File: src/rtl/mem_stage.sv
// MEM pipeline stage: issues data-memory requests over a req/addr_ok/data_ok
// SRAM handshake, captures load data, and packs the MEM-to-WB and bypass buses.
module mem_stage #(
    parameter int EX_TO_MEM_BUS_WD = 106,
    parameter int MEM_TO_WB_BUS_WD = 108,
    parameter int MEM_TO_BY_BUS_WD = 39
) (
    input  logic                        clk,
    input  logic                        reset,

    input  logic                        EX_to_MEM_valid,
    output logic                        MEM_allow_in,
    input  logic [EX_TO_MEM_BUS_WD-1:0] EX_to_MEM_bus,

    input  logic                        WB_allow_in,
    output logic                        MEM_to_WB_valid,
    output logic [MEM_TO_WB_BUS_WD-1:0] MEM_to_WB_bus,

    output logic [MEM_TO_BY_BUS_WD-1:0] MEM_to_BY_bus,

    output logic                        data_sram_req,
    output logic                        data_sram_wr,
    output logic [3:0]                  data_sram_wstrb,
    output logic [31:0]                 data_sram_addr,
    output logic [31:0]                 data_sram_wdata,
    input  logic                        data_sram_addr_ok,
    input  logic                        data_sram_data_ok,
    input  logic [31:0]                 data_sram_rdata
);

    typedef enum logic [1:0] {
        S_IDLE = 2'd0,   // no memory access outstanding
        S_REQ  = 2'd1,   // request strobe asserted, waiting for addr_ok
        S_WAIT = 2'd2,   // address accepted, waiting for data_ok
        S_DONE = 2'd3    // access complete, waiting for WB to take it
    } state_e;

    state_e                      state_q, state_d;
    logic                        mem_valid_q;
    logic [EX_TO_MEM_BUS_WD-1:0] ex_reg_q;
    logic [31:0]                 rdata_q;

    // Field views of the latched EX bus
    logic        rf_w_en;
    logic        sel_load;
    logic        sel_byte;
    logic        ram_en;
    logic        ram_we;
    logic [31:0] ram_wdata;
    logic [4:0]  rf_w_addr;
    logic [31:0] alu_result;
    logic [31:0] inst_pc;

    assign rf_w_en    = ex_reg_q[105];
    assign sel_load   = ex_reg_q[104];
    assign sel_byte   = ex_reg_q[103];
    assign ram_en     = ex_reg_q[102];
    assign ram_we     = ex_reg_q[101];
    assign ram_wdata  = ex_reg_q[100:69];
    assign rf_w_addr  = ex_reg_q[68:64];
    assign alu_result = ex_reg_q[63:32];
    assign inst_pc    = ex_reg_q[31:0];

    logic       ready_go;
    logic       accept;
    logic       data_taken;
    logic       load_pending;
    logic [3:0] b_en;
    logic [31:0] wb_rdata;

    assign ready_go        = ~ram_en | (state_q == S_DONE);
    assign MEM_to_WB_valid = mem_valid_q & ready_go;
    assign MEM_allow_in    = ~mem_valid_q | (ready_go & WB_allow_in);
    assign accept          = EX_to_MEM_valid & MEM_allow_in;

    // Responses are honoured only while a request is genuinely in flight.
    assign data_taken = ((state_q == S_REQ) & data_sram_addr_ok & data_sram_data_ok)
                      | ((state_q == S_WAIT) & data_sram_data_ok);

    assign b_en = sel_byte ? (4'b0001 << alu_result[1:0]) : 4'b1111;

    assign data_sram_req   = (state_q == S_REQ);
    assign data_sram_wr    = ram_we;
    assign data_sram_wstrb = ram_we ? b_en : 4'b0000;
    assign data_sram_addr  = {alu_result[31:2], 2'b00};
    assign data_sram_wdata = sel_byte ? {4{ram_wdata[7:0]}} : ram_wdata;

    // Only loads carry read data to WB; byte extraction happens there.
    assign wb_rdata = (ram_en & ~ram_we) ? rdata_q : 32'd0;

    assign load_pending = mem_valid_q & sel_load & (state_q != S_DONE);

    // Bus is zeroed when the stage is empty so stale fields never leak out.
    assign MEM_to_WB_bus = mem_valid_q
                         ? {rf_w_en, sel_load, sel_byte, b_en, wb_rdata,
                            rf_w_addr, alu_result, inst_pc}
                         : '0;

    assign MEM_to_BY_bus = {mem_valid_q & rf_w_en, rf_w_addr, alu_result, load_pending};

    // Next-state selection for the memory access sequencer
    always_comb begin
        state_d = state_q;
        if (accept) begin
            state_d = EX_to_MEM_bus[102] ? S_REQ : S_IDLE;
        end else begin
            case (state_q)
                S_IDLE: state_d = S_IDLE;
                S_REQ: begin
                    if (data_sram_addr_ok & data_sram_data_ok) state_d = S_DONE;
                    else if (data_sram_addr_ok)               state_d = S_WAIT;
                end
                S_WAIT: if (data_sram_data_ok) state_d = S_DONE;
                S_DONE: if (WB_allow_in)       state_d = S_IDLE;
                default: state_d = S_IDLE;
            endcase
        end
    end

    // Sequencer state register; reset drops any outstanding request
    always_ff @(posedge clk) begin
        if (reset) state_q <= S_IDLE;
        else       state_q <= state_d;
    end

    // Pipeline valid and latched EX payload
    always_ff @(posedge clk) begin
        if (reset) begin
            mem_valid_q <= 1'b0;
            ex_reg_q    <= '0;
        end else begin
            if (MEM_allow_in) mem_valid_q <= EX_to_MEM_valid;
            if (accept)       ex_reg_q    <= EX_to_MEM_bus;
        end
    end

    // Read data capture on the accepted response
    always_ff @(posedge clk) begin
        if (reset)           rdata_q <= 32'd0;
        else if (data_taken) rdata_q <= data_sram_rdata;
    end

endmodule
File: config.mk
export PLATFORM = sky130hd
export DESIGN_NAME = mem_stage
export DESIGN_NICKNAME = d
export VERILOG_FILES = /design/src/rtl/mem_stage.sv
export SDC_FILE = /design/constraint.sdc
export NUM_CORES = 1
export LEC_CHECK = 0
export BUFFER_PORTS_ARGS = -buffer_cell sky130_fd_sc_hd__buf_4
export CORE_MARGIN = 5
export CORE_UTILIZATION = 25
export DETAILED_ROUTE_END_ITERATION = 12
export GPL_ROUTABILITY_DRIVEN = 0
export PLACE_DENSITY = 0.53
export SLEW_MARGIN = 30
export SYNTH_ARGS = -nofsm -noshare
export SYNTH_HDL_FRONTEND = slang
export SYNTH_SLANG_ARGS = --single-unit
export TNS_END_PERCENT = 1
File: constraint.sdc
create_clock -name clk -period 2.2 [get_ports clk]
set_clock_uncertainty 0.1 [all_clocks]
set_input_delay 0.44 -clock clk [delete_from_list [all_inputs] [get_ports clk]]
set_output_delay 0.44 -clock clk [all_outputs]
set_load 0.03 [all_outputs]
==> results.cfg <==
[route]
route.detailed.drc = 0
drt_iter0_markers = 377
drt-vias-per-instance = 4.55
first_pass_iters = 7
postRouteAntennaNets = 0
wire_per_inst_um = 16.8
wirelength_um = 26100
dr_total_vias = 7077

[sta]
finalHoldViolations = 0
period_share = 0.960
post-route-min-period_ps = 2110
relSlewSlack = 0.631
setup_viol = 0
maxSlewViolCount = 0
worstMarginPinSlew_ps = 554
setup_ws_ps = 87.4
holdWs_ps = 168
max_freq_ghz = 0.473
rsz0062_at_grt = false

[synthesis]
yosysWarnings = 0
synth-seq-area-share = 0.405
synth.most_common_cell = dfxtp_1
synth_common_cells = 141 x dfxtp_1, 140 x a21oi_1, 112 x and2_1
avgSynthCellArea_um2 = 7.57
yosysTopAreaCellShare = 0.405
synth_top_cell_by_area = dfxtp_1
syn_inst = 921
synthTopCellsByArea = dfxtp_1 41%, a21oi_1 10%, and2_1 10%, buf_4 8.5%, o21ai_0 8.0%
yosysUniqueCellTypes = 30
synth_ff_type = dfxtp_1
synth_edf_count = 0
async_flop_share = 0
ys_seq_elements = 141
syn-cell-area_um2 = 6970

[clock_tree]
cts_inserted_buffers = 17
cts_tree = done
clkTransAtPathRegs_ps = 70
htree_levels = 4
cts_buffer_depth = 2
cts.sink_count = 141
clk_latency_ps = 400
cts_root_buf = clkbuf_16

[global_route]
grt_pass1_wl_um = 39600
antenna_found_initial = 1
met2_usage = 0.263
top_usage_layer = met2
use_met1 = 0.193
grt_max_degree = 93
grt.total_usage = 0.159
overflow = 0
use_met3 = 0.0626
first_global_vias = 6925

[place]
pre_cts_ws_ps = 270
port_buffers = 360
dp_hpwl_um = 18400

[setup_path]
cpMaxStageDelayCell = dfxtp_1
crit_path_end_kind = primary output
cp_top_family = flip-flops
criticalPathCategory = flop to primary output
critPathMaxFanout = 6
arrival_ps = 1570
startpoint_type = flop
cp_cell_sequence = ha_2 -> nand2b_4 -> a21boi_4 -> clkinv_4 -> buf_6
critPathBufInv = 2
cpPeakStageDelay_ps = 340
cp.required_ps = 1660

[layout]
multi_input_area_um2 = 3060
drive_gt1_frac = 0.365
diodes = 0
area_growth_pct = 45.9
fillers = 2969
regArea_um2 = 2830
layout.nets = 1314

[power]
power_density_nw_per_um2 = 741
max-vdd-ir-drop_mv = 0.471
power.leakage_nw = 4.50

[outcome]
status = finished clean

[floorplanning]
start_util = 0.252
io_pins = 363
die-area_um2 = 31300
die_w_um = 177
rows = 61
coreArea_um2 = 27600
dieHeight_um = 177

[job]
maxCapViolCount = 0

[hold_path]
min_path_type = primary input to flop
[path summary, 6_finish.rpt]
kind                        from      endpoint  slack [ps]  cells past startpoint
max                   state_q[0]  MEM_allow_in          90                      5
min          data_sram_rdata[18]   rdata_q[18]         170                      3
max reg2reg           state_q[0]  ex_reg_q[20]         180                      8
min reg2reg          rdata_q[14]   rdata_q[14]         350                      2
[layer usage]
layer  vias up  share of wire
li1       3478              -
met1      3309           0.41
met2       267           0.47
met3        21           0.10
met4         2          0.017
met5         -        0.00050
[sequential cells by signal, indices dropped and copies added, names as in the netlist]
register and flops:
ex_reg_q 106, rdata_q 32, state_q 2, mem_valid_q 1
[cell type report]
class                   count  area share
multi-input cells         586       0.301
repair buffers            388       0.296
flip-flops and latches    141       0.278
well taps                 378      0.0465
clock buffers              17      0.0418
clock inverters            14      0.0236
inverters                  33      0.0128
[report_power, final]
part	leakage, nW	total, mW	internal (mW)	switching [mW]
Clock	0.320	3.34	2.13	1.20
Sequential	1.16	2.79	2.70	0.0943
Combinational	3.02	1.40	0.563	0.839
[timing repair]
| action | CTS | global route |
|---|---|---|
| setup endpoints to repair | 5 | 5 |
| gates resized for setup | 3 | 10 |
| buffers inserted | 1 | 7 |
| pin swaps | 1 | 1 |
| hold buffers | 0 | 0 |
[per-stage QoR]
step | util | cells | instance area, um2 | total power [mW] | TNS [ps]
2_1_floorplan | - | 922 | 6970 | 3.72 | 0
3_3_place_gp | 0.340 | 1518 | 9410 | 4.24 | 0
3_5_place_dp | 0.340 | 1518 | 9410 | 4.25 | 0
4_1_cts | 0.365 | 1550 | 10100 | 7.66 | -39.9
5_1_grt | 0.368 | 1557 | 10200 | 7.91 | 0
6_report | 0.368 | 1557 | 10200 | 7.53 | 0
[kinds of logic (layout without fill, tap and decap cells)]
family	count (synthesis)	count (layout)	synth area share
fa+ha+maj	3	3	0.00539
other cells	1	2	0.000538
compound gates	281	281	0.207
simple gates	299	299	0.223
flops	141	141	0.405
buf+inv	195	452	0.158
mux	1	1	0.00144
[tightest hold or removal path: cells and delay by family]
family | cells | cell delay (ps)
buf+inv | 1 | 110
simple gates | 1 | 40
compound gates | 1 | 50
[layout by cell type (no fill, tap or decap), types with 2 or more instances in the layout]
master | Yosys | final
a21oi_1 | 140 | 140
ha_1 | 3 | 2
and2_1 | 112 | 112
clkinv_2 | 0 | 3
nand2_1 | 74 | 74
inv_1 | 30 | 30
o21ai_1 | 23 | 23
conb_1 | 1 | 2
dfxtp_1 | 141 | 138
bufinv_16 | 0 | 6
clkbuf_16 | 0 | 17
buf_4 | 79 | 377
buf_12 | 0 | 7
dfxtp_2 | 0 | 3
buf_6 | 3 | 3
clkinvlp_4 | 0 | 2
o21ai_0 | 111 | 110
nor2b_1 | 3 | 3
nand3_1 | 106 | 106
clkinv_4 | 0 | 2
inv_6 | 0 | 3
No activity file was read; power rests on OpenSTA's default activity.
